$ cat src/rtl/default_slave_write.sv
// default_slave_write: terminates unmapped AXI writes by consuming one burst and returning DECERR
module default_slave_write #(
    parameter int ID_W   = 8,
    parameter int LEN_W  = 4,
    parameter int DATA_W = 32
) (
    input  logic              ACLK,
    input  logic              ARESET,
    input  logic [ID_W-1:0]   AWID_DS,
    input  logic [LEN_W-1:0]  AWLEN_DS,
    input  logic              AWVALID_DS,
    output logic              AWREADY_DS,
    input  logic [DATA_W-1:0] WDATA_DS,
    input  logic              WLAST_DS,
    input  logic              WVALID_DS,
    output logic              WREADY_DS,
    output logic [ID_W-1:0]   BID_DS,
    output logic [1:0]        BRESP_DS,
    output logic              BVALID_DS,
    input  logic              BREADY_DS,
    output logic              LEN_ERR
);
    typedef enum logic [1:0] {IDLE, DATA, RESP} state_t;
    state_t             r_state;
    logic [ID_W-1:0]    r_id;
    logic [LEN_W-1:0]   r_len;
    logic [LEN_W-1:0]   r_cnt;
    logic               r_len_err;
    logic               w_aw_hs;
    logic               w_w_hs;
    logic               w_b_hs;
    logic               w_last_idx;
    logic               w_unused;
    assign w_unused   = ^WDATA_DS;
    // Handshake outputs are masked by reset so they read 0 in the very cycle reset is raised.
    assign AWREADY_DS = !ARESET && r_state == IDLE;
    assign WREADY_DS  = !ARESET && r_state == DATA;
    assign BVALID_DS  = !ARESET && r_state == RESP;
    assign BRESP_DS   = BVALID_DS ? 2'b11 : 2'b00;
    assign BID_DS     = ARESET ? '0 : r_id;
    assign LEN_ERR    = !ARESET && r_len_err;
    assign w_aw_hs    = AWVALID_DS && AWREADY_DS;
    assign w_w_hs     = WVALID_DS && WREADY_DS;
    assign w_b_hs     = BVALID_DS && BREADY_DS;
    assign w_last_idx = r_cnt == r_len;
    always_ff @(posedge ACLK) begin
        if (ARESET) begin
            r_state   <= IDLE;
            r_id      <= '0;
            r_len     <= '0;
            r_cnt     <= '0;
            r_len_err <= 1'b0;
        end else begin
            r_len_err <= 1'b0;
            unique case (r_state)
                IDLE: if (w_aw_hs) begin
                    r_id    <= AWID_DS;
                    r_len   <= AWLEN_DS;
                    r_cnt   <= '0;
                    r_state <= DATA;
                end
                DATA: if (w_w_hs) begin
                    r_cnt <= r_cnt + 1'b1;
                    // Whichever of WLAST or the AWLEN count comes first ends the burst.
                    if (WLAST_DS || w_last_idx) begin
                        r_state   <= RESP;
                        r_len_err <= WLAST_DS != w_last_idx;
                    end
                end
                RESP: if (w_b_hs) r_state <= IDLE;
                default: r_state <= IDLE;
            endcase
        end
    end
endmodule

$ cat config.mk
export PLATFORM = sky130hd
export DESIGN_NAME = default_slave_write
export DESIGN_NICKNAME = d
export VERILOG_FILES = /design/src/rtl/default_slave_write.sv
export SDC_FILE = /design/constraint.sdc
export NUM_CORES = 1
export LEC_CHECK = 0
export CORE_MARGIN = 2
export CORE_UTILIZATION = 38
export CTS_BUF_LIST = sky130_fd_sc_hd__clkbuf_4 sky130_fd_sc_hd__clkbuf_8
export CTS_CLUSTER_SIZE = 14
export DETAILED_ROUTE_END_ITERATION = 12
export GPL_ROUTABILITY_DRIVEN = 0
export HOLD_SLACK_MARGIN = 0.08
export PLACE_DENSITY = 0.87
export SYNTH_ARGS = -nofsm -noshare
export SYNTH_HDL_FRONTEND = slang
export SYNTH_SLANG_ARGS = --single-unit
$ cat constraint.sdc
create_clock -name ACLK -period 2.9 [get_ports ACLK]
set_clock_uncertainty 0.15 [all_clocks]
set_input_delay 0.58 -clock ACLK [delete_from_list [all_inputs] [get_ports ACLK]]
set_output_delay 0.58 -clock ACLK [all_outputs]
set_load 0.02 [all_outputs]
==> run summary, run 1 <==
Yosys warns: 0
Post-Layout Cell Count: 153
Die ar.: 0.00279 mm2
Buf/Inv on CP: 3
Startpoint Class: primary input
Worst path top cell family by delay: buffers and inverters
Cells after Synth: 93
Vias in the first global route: 795
Post-DP HPWL: 1490 um
Port-buffer cells: 31
Cts bufs inserted: 3
Placed cell count: 149
Critical path's slowest cell: clkdlybuf4s50_1
Max FO, Critical Path: 6
Syn avg cell area: 9.73 um2
Async S/R FF share, synth: 0
Seq pwr share: 0.528
Minimum clock period: 2840 ps
Period utilization: 0.979
R2r worst-path depth: 3
Post-synth top cells: 19 x dfxtp_1, 13 x nand2_1, 7 x o21ai_0, 6 x mux2_2
Pre-CTS setup slack: 86.8 ps
Vias per inst: 4.94
Switching Share: 0.272
Resize count post-CTS: 0
Initial antenna violation count: 0
Clk_lat worst skew: 310 ps
Total power: 548 uW
Max Cap Violations: 0
Reg2Reg Setup Slack: 1250 ps
Count of cell types in the netlist: 31
Number of flops mapped to enable cells by yosys: 0
Root buf cell: clkbuf_4
H-tree depth: 1
Hold_buf cts: 0
Final #Nets: 178
Fin area: 0.00126 mm2
Initial drt markers: 1
Pleak: 0.000486 uW
Setup TNS: 0 ps
Post-synthesis sequential area ratio: 0.420
Dominant cells by area after synthesis: dfxtp_1 42%, mux2_2 7.5%, nand2_1 5.4%
Clk pwr share: 0.260
Chip Width: 52.8 um
Final hold viol count: 0
CP most frequent cell: clkdlybuf4s50_1
Overall global routing resource usage: 0.162
Routed len/inst: 12.5 um
Crit Path Category: primary input to primary output
Fmax: 0.352 GHz
CP cell instances: clkdlybuf4s50_1 -> buf_4 -> nor2_1 -> and2_1 -> clkdlybuf4s50_1
Internal Power: 399 uW
Net Count, Synth: 145
Grt ovf: 0
Clock transition at path regs: 120 ps
CTS sink count: 19
First-pass GRT wire length: 3260 um
Die Span Y: 52.8 um
Peak VDD IR: 0.437 mV
Rel. slew slack: 0.741
Combinational power share: 0.211
Largest net degree at the start of global routing: 17
Clk buf depth: 2
Setup violations, final: 0
Worst Hold Class: flip-flop to flip-flop
RSZ-0062 raised after global routing: false
Core Box Area: 0.00223 mm2
Worst Max-Slew Pin Slew: 388 ps
Ys flop type: dfxtp_1
Top-area cell type share of the netlist area: 0.420
I/O pin total: 64
Initial Util: 0.405
Area delta synth->final: 39.1%
Synth Cell Area: 905 um2
Residual DRC: 0
Placed cell area: 0.00123 mm2
Crit path largest cell delay: 630 ps
Worst hold endpoint: r_len[2]$_SDFFE_PP0P_
Drt first pass iters: 4
Antenna Nets Post-Route: 0
Synthesized flop and latch total: 19
Most frequent cell after synthesis: dfxtp_1
Diode count: 0
NetSw: 149 uW
Via count: 756
WL final: 1910 um
Rows: 17
HP Start: r_len[2]$_SDFFE_PP0P_
Worst endpoint data arrival time: 2110 ps
Req. time, crit path: 2170 ps
Synth area leader: dfxtp_1
TritonCTS clock tree: built
Reg-to-Reg Start: r_state[0]$_SDFFE_PP0P_
Hold path cells: 2
Setup ws final: 59.8 ps
Worst r2r dst: r_cnt[2]$_SDFFE_PP0P_
Status: completed
Fin. max-slew vios: 0
Share of layout cells above drive strength 1: 0.136
Setup bufs post-CTS: 0
Critical path endpoint category: primary output
Power per cell area: 435 mW/mm2
-- per-layer routing --
metal  routed length, um  share of wire  track usage
met1                 762           0.40        0.154
met2                 925           0.48        0.294
met3                 166          0.087       0.0771
met4                  57          0.030       0.0684
met5                   0              0            0
-- area by class of cell --
class / count / area [um2]
clock buffers: 3 / 22.5
inverters: 2 / 7.51
repair buffers: 34 / 333
multi-input cells: 66 / 473
well taps: 28 / 35.0
clock inverters: 1 / 7.51
flip-flops and latches: 19 / 380
fillers: 206 / 975
-- cells by family after synthesis --
logic type | Yosys count | share of synthesized area
simple gates | 38 | 0.252
fa+ha+maj | 2 | 0.0277
mux | 9 | 0.111
flops | 19 | 0.420
compound gates | 13 | 0.0941
buf+inv | 8 | 0.0567
xor+xnor | 4 | 0.0387
-- per-stage QoR --
step,util,hold WS [ps]
2_1_floorplan,-,299
3_3_place_gp,0.550,310
3_5_place_dp,0.550,327
4_1_cts,0.564,345
5_1_grt,0.564,383
6_report,0.564,338
-- power groups by stage --
stage               clock (uW)  sequential, uW  combinational, uW
global placement             0             295                111
CTS                        148             290                117
global route               162             292                126
detailed placement           0             296                116
floorplan                    0             290               70.0
finish                     143             290                116
-- flip-flops by register name, summed over array words and instances (netlist names) --
signal	count
r_len	4
r_len_err	1
r_state	2
r_cnt	4
r_id	8
-- worst max path at each step --
| stage | cells past startpoint | slack (ps) | startpoint | endpoint |
|---|---|---|---|---|
| finish | 5 | 60 | ARESET | WREADY_DS |
| global route | 5 | 2 | ARESET | WREADY_DS |
| CTS | 5 | 70 | ARESET | WREADY_DS |
| detailed placement | 5 | 90 | ARESET | WREADY_DS |
| global placement | 5 | 140 | ARESET | WREADY_DS |
| floorplan | 4 | 720 | ARESET | BRESP_DS[0] |
-- worst reg2reg max path: stages (launching register included) --
cell and delay, ps:
dfxtp_1 570, mux2i_1 200, or4_1 510, a31oi_1 160
-- cells in the final DEF (no fill, tap or decap), types with 2 or more instances in the layout --
cell type	instances
and2b_1	4
buf_4	3
clkbuf_4	3
clkdlybuf4s50_1	31
dfxtp_1	19
ha_1	2
inv_1	2
mux2_1	2
mux2_2	6
nand2_1	13
nand2b_1	2
nor2_1	5
nor2b_1	5
o21ai_0	7
xnor2_1	4
Power figures use the tool's default switching activity.
==> run 2: changes to the inputs <==
- CORE_ASPECT_RATIO: not set -> 1.5
==> run 2 against run 1 <==
Net effect:
- design area shrank 0.70%
- cell count decreased by 3.3%
- clock power fell by 6%
- clock-buffer cell count stayed put
- critical path depth unchanged
- critical path type unchanged
- largest cell class unchanged
- largest power group unchanged
==> run summary, run 2 (synthesis gave the netlist of run 1 again) <==
Antenna Nets Post-Route: 0 (unchanged)
Hold path cells: 2 (unchanged)
Drt first pass iters: 4 (unchanged)
Minimum clock period: 2790 ps (-45.2 ps)
Setup crit start: ARESET
Die Span Y: 63.8 um (+21%)
Most frequent cells in the layout: 31 x clkdlybuf4s50_1, 19 x dfxtp_1, 13 x nand2_1
Peak VDD IR: 0.263 mV (-40%)
Via count: 748 (-1.1%)
Worst r2r dst: r_id[4]$_SDFFE_PP0P_
Worst Hold Class: flip-flop to flip-flop
Rows: 21 (+4)
Initial Util: 0.405 (unchanged)
Fin. max-slew vios: 0 (unchanged)
H-tree depth: 1 (unchanged)
Clk buf depth: 2 (unchanged)
TritonCTS clock tree: built
Max FO, Critical Path: 7 (+1)
Initial antenna violation count: 0 (unchanged)
Status: completed
Core Box Area: 0.00223 mm2 (unchanged)
Setup ws final: 105 ps (+45.2 ps)
I/O pin total: 64 (unchanged)
Post-DP HPWL: 1430 um (-4.1%)
Initial drt markers: 13 (+12)
Setup violations, final: 0 (unchanged)
Area taken by flip-flops and latches: 380 um2 (unchanged)
Critical path endpoint category: primary output
Clk_lat worst skew: 300 ps (about the same)
Pleak: 0.000489 uW (+0.78%)
Power per cell area: 430 mW/mm2 (-1.3%)
Cts bufs inserted: 3 (unchanged)
Root buf cell: clkbuf_4
Overall global routing resource usage: 0.133 (-0.0289)
First-pass GRT wire length: 2820 um (-14%)
Multi-input combinational cell area: 473 um2 (unchanged)
Area delta synth->final: 38.2%
Reg-to-Reg Start: r_state[0]$_SDFFE_PP0P_
Largest net degree at the start of global routing: 12 (-5)
Die ar.: 0.00279 mm2 (+0.28%)
Largest register FFs: 8 (unchanged)
Share of layout cells above drive strength 1: 0.136 (unchanged)
Leading cell type in the layout, fill and taps excluded: clkdlybuf4s50_1
Final hold viol count: 0 (unchanged)
Hold_buf cts: 0 (unchanged)
Setup bufs post-CTS: 0 (unchanged)
Largest Register: r_id
Grt ovf: 0 (unchanged)
Top Registers: r_id x8, r_cnt x4, r_len x4
Chip Width: 43.8 um (-17%)
Final #Nets: 178 (unchanged)
Max Cap Violations: 0 (unchanged)
Vias per inst: 5.05 (+2.3%)
Req. time, crit path: 2170 ps (about the same)
Setup TNS: 0 ps (unchanged)
CTS sink count: 19 (unchanged)
Routed len/inst: 11.9 um (-5.1%)
Fmax: 0.358 GHz (+1.6%)
FILL cells: 214 (+3.9%)
Clock transition at path regs: 110 ps (about the same)
Diode count: 0 (unchanged)
Reg2Reg Setup Slack: 1210 ps (-40 ps)
Worst endpoint data arrival time: 2060 ps (-50 ps)
Period utilization: 0.964 (-0.0156)
Worst Setup EP: WREADY_DS
RSZ-0062 raised after global routing: false
Vias in the first global route: 689 (-13%)
WL final: 1760 um (-8.2%)
Pre-CTS setup slack: 102 ps (+14.8 ps)
Startpoint Class: primary input
Worst Max-Slew Pin Slew: 591 ps (+204 ps)
Residual DRC: 0 (unchanged)
Placed cell count: 144 (-3.4%)
R2r worst-path depth: 2 (-1)
Crit Path Category: primary input to primary output
Post-Layout Cell Count: 148 (-3.3%)
Port-buffer cells: 31 (unchanged)
Rel. slew slack: 0.604 (-0.137)
Resize count post-CTS: 0 (unchanged)
run 2: cell types whose count changed in the layout (fill, tap and decap cells not counted), sizes merged:
cell | previous run | this run
clkinvlp | 1 | 0
clkinv | 0 | 1
run 2: critical path, cell delays in order:
cell             delay (ps)
clkdlybuf4s50_1         460
buf_4                   190
nor2_1                  110
and2_1                  130
clkdlybuf4s50_1         590
run 2: area by class of cell:
type / count / area share
Clock buffer: 3 / 0.0180
Timing Repair Buffer: 34 / 0.266
Sequential cell: 19 / 0.304
Tap cell: 23 / 0.0230
Multi-Input combinational cell: 66 / 0.378
Clock inverter: 1 / 0.00400
Inverter: 2 / 0.00601
run 2: power breakdown:
group / switching, uW / internal [uW] / leakage [uW] / total, uW
clock network: 82.9 / 51.5 / 0.0000177 / 134
registers: 11.2 / 278 / 0.000156 / 289
logic: 45.8 / 67.9 / 0.000316 / 114
run 2: worst min-delay path by stage:
stage	start	slack, ps	to
global placement	r_len[3]$_SDFFE_PP0P_	310	r_len[3]$_SDFFE_PP0P_
CTS	r_len[1]$_SDFFE_PP0P_	340	r_len[1]$_SDFFE_PP0P_
finish	r_len[1]$_SDFFE_PP0P_	330	r_len[1]$_SDFFE_PP0P_
detailed placement	r_len[1]$_SDFFE_PP0P_	320	r_len[1]$_SDFFE_PP0P_
global route	r_len[0]$_SDFFE_PP0P_	350	r_len[0]$_SDFFE_PP0P_
floorplan	r_len[0]$_SDFFE_PP0P_	300	r_len[0]$_SDFFE_PP0P_
run 2: stage by stage:
step,power [uW],hold WS [ps],utilization,instance area [um2]
after global routing,563,351,0.560,1250
after detailed placement,410,320,0.547,1220
after floorplan,360,299,-,905
after CTS,544,336,0.560,1250
final,537,326,0.560,1250
after global placement,407,311,0.547,1220
run 2: per-layer routing:
| metal | up-vias | global-route usage | wire length (um) |
|---|---|---|---|
| li1 | 381 | - | - |
| met1 | 343 | 0.131 | 677 |
| met2 | 20 | 0.244 | 941 |
| met3 | 4 | 0.0226 | 92 |
| met4 | 0 | 0.0795 | 44 |
| met5 | - | 0 | 0 |
==> run 3: changes to the inputs <==
- PLACE_DENSITY: 0.87 -> 0.86
==> run 3 against run 2 <==
Net effect:
- routed wire length is 4.3% higher
- hold slack better by 2.3 ps
- via count is 0.27% higher
- clock power hardly changed
- non-clock buffer count stayed put
- maximum frequency is 0.40% lower
- sequential share of layout area stayed put
- register-to-register slack hardly changed
- worst setup slack worse by 11 ps
- critical endpoint unchanged
- first-iteration DRC count is 92% lower
==> run summary, run 3 (synthesis gave the netlist of run 1 again) <==
Vias in the first global route: 767 (+11%)
Setup crit start: ARESET
Die ar.: 0.00279 mm2 (unchanged)
Routed met3 length: 97 um (+5.4%)
WL final: 1830 um (+4.3%)
Reg2Reg Setup Slack: 1220 ps (about the same)
Hold_buf cts: 0 (unchanged)
Area delta synth->final: 38.2% (unchanged)
Antenna Nets Post-Route: 0 (unchanged)
Period utilization: 0.968 (+0.00385)
Rows: 21 (unchanged)
Worst Hold Class: flip-flop to flip-flop
Share of layout cells above drive strength 1: 0.136 (unchanged)
Drt first pass iters: 2 (-2)
Leading cell type in the layout, fill and taps excluded: clkdlybuf4s50_1
Fin. max-slew vios: 0 (unchanged)
H-tree depth: 1 (unchanged)
Via count: 750 (+0.27%)
Setup TNS: 0 ps (unchanged)
Die Span Y: 63.8 um (unchanged)
I/O pin total: 64 (unchanged)
Initial antenna violation count: 0 (unchanged)
Vias per inst: 5.07 (+0.27%)
Largest Register: r_id
Setup bufs post-CTS: 0 (unchanged)
M1 wire length: 673 um (-0.59%)
Setup violations, final: 0 (unchanged)
Worst r2r dst: r_id[6]$_SDFFE_PP0P_
CTS sink count: 19 (unchanged)
Worst endpoint data arrival time: 2080 ps (+20 ps)
Initial drt markers: 1 (-12)
Grt ovf: 0 (unchanged)
Final #Nets: 178 (unchanged)
Top Metal Used: met4
Worst Setup EP: WREADY_DS
Port-buffer cells: 31 (unchanged)
Clk buf depth: 2 (unchanged)
TritonCTS clock tree: built
Core Box Area: 0.00223 mm2 (unchanged)
Metal2 WL: 993 um (+5.5%)
Critical path endpoint category: primary output
Reg-to-Reg Start: r_state[0]$_SDFFE_PP0P_
Clock transition at path regs: 100 ps (about the same)
Setup ws final: 93.9 ps (-11.2 ps)
Pre-CTS setup slack: 97.2 ps (-4.37 ps)
Pleak: 0.000489 uW (unchanged)
Post-DP HPWL: 1430 um (+0.54%)
Final hold viol count: 0 (unchanged)
Chip Width: 43.8 um (unchanged)
Root buf cell: clkbuf_4
Clk_lat worst skew: 290 ps (about the same)
Overall global routing resource usage: 0.152 (+0.0186)
Max FO, Critical Path: 6 (-1)
Worst Max-Slew Pin Slew: 580 ps (-11.4 ps)
Resize count post-CTS: 0 (unchanged)
Max Cap Violations: 0 (unchanged)
Cts bufs inserted: 3 (unchanged)
Minimum clock period: 2810 ps (+11.2 ps)
Crit Path Category: primary input to primary output
Top Registers: r_id x8, r_cnt x4, r_len x4
Largest register FFs: 8 (unchanged)
Status: completed
Initial Util: 0.405 (unchanged)
First-pass GRT wire length: 3220 um (+14%)
R2r worst-path depth: 2 (unchanged)
RSZ-0062 raised after global routing: false
Residual DRC: 0 (unchanged)
Peak VDD IR: 0.325 mV (+24%)
Power per cell area: 428 mW/mm2 (-0.38%)
Startpoint Class: primary input
Fmax: 0.356 GHz (-0.40%)
Most frequent cells in the layout: 31 x clkdlybuf4s50_1, 19 x dfxtp_1, 13 x nand2_1
Routed len/inst: 12.4 um (+4.3%)
Diode count: 0 (unchanged)
Rel. slew slack: 0.612 (+0.00764)
Req. time, crit path: 2170 ps (about the same)
Largest net degree at the start of global routing: 13 (+1)
==> run 3: routing by layer <==
layer / global-route usage / vias up
li1: - / 382
met1: 0.166 / 339
met2: 0.252 / 23
met3: 0.0311 / 6
met4: 0.102 / 0
met5: 0 / -
==> run 3: area by class of cell <==
cell class / count / area [um2]
Clock inverter: 1 / 5.00
Sequential cell: 19 / 380
Tap cell: 23 / 28.8
Timing Repair Buffer: 34 / 333
Clock buffer: 3 / 22.5
Multi-Input combinational cell: 66 / 473
Inverter: 2 / 7.51
Fill cell: 212 / 983
==> run 3: critical path, stage by stage <==
cell             delay, ps
clkdlybuf4s50_1        460
buf_4                  190
nor2_1                 120
and2_1                 130
clkdlybuf4s50_1        590
==> run 3: metrics by stage <==
stage	total power (uW)	cell area, um2	hold WS, ps	util	std cells
after global routing	562	1250	359	0.560	148
final	535	1250	329	0.560	148
after global placement	407	1220	310	0.547	144
after detailed placement	412	1220	321	0.547	144
after CTS	541	1250	335	0.560	148
after floorplan	360	905	299	-	93
==> run 3: power by group <==
| group | switching, uW | internal, uW | total, uW |
|---|---|---|---|
| combinational | 46.6 | 68.1 | 115 |
| sequential | 11.7 | 278 | 290 |
| clock | 79.5 | 51.3 | 131 |
==> run 3: how the worst min path moves through the flow <==
stage                                startpoint  slack [ps]  cells past startpoint                     to
after floorplan           r_len[0]$_SDFFE_PP0P_         300                      2  r_len[0]$_SDFFE_PP0P_
after global placement    r_len[3]$_SDFFE_PP0P_         310                      2  r_len[3]$_SDFFE_PP0P_
after detailed placement  r_len[1]$_SDFFE_PP0P_         320                      2  r_len[1]$_SDFFE_PP0P_
after CTS                 r_len[1]$_SDFFE_PP0P_         340                      2  r_len[1]$_SDFFE_PP0P_
after global routing      r_len[3]$_SDFFE_PP0P_         360                      2  r_len[3]$_SDFFE_PP0P_
final                     r_len[1]$_SDFFE_PP0P_         330                      2  r_len[1]$_SDFFE_PP0P_
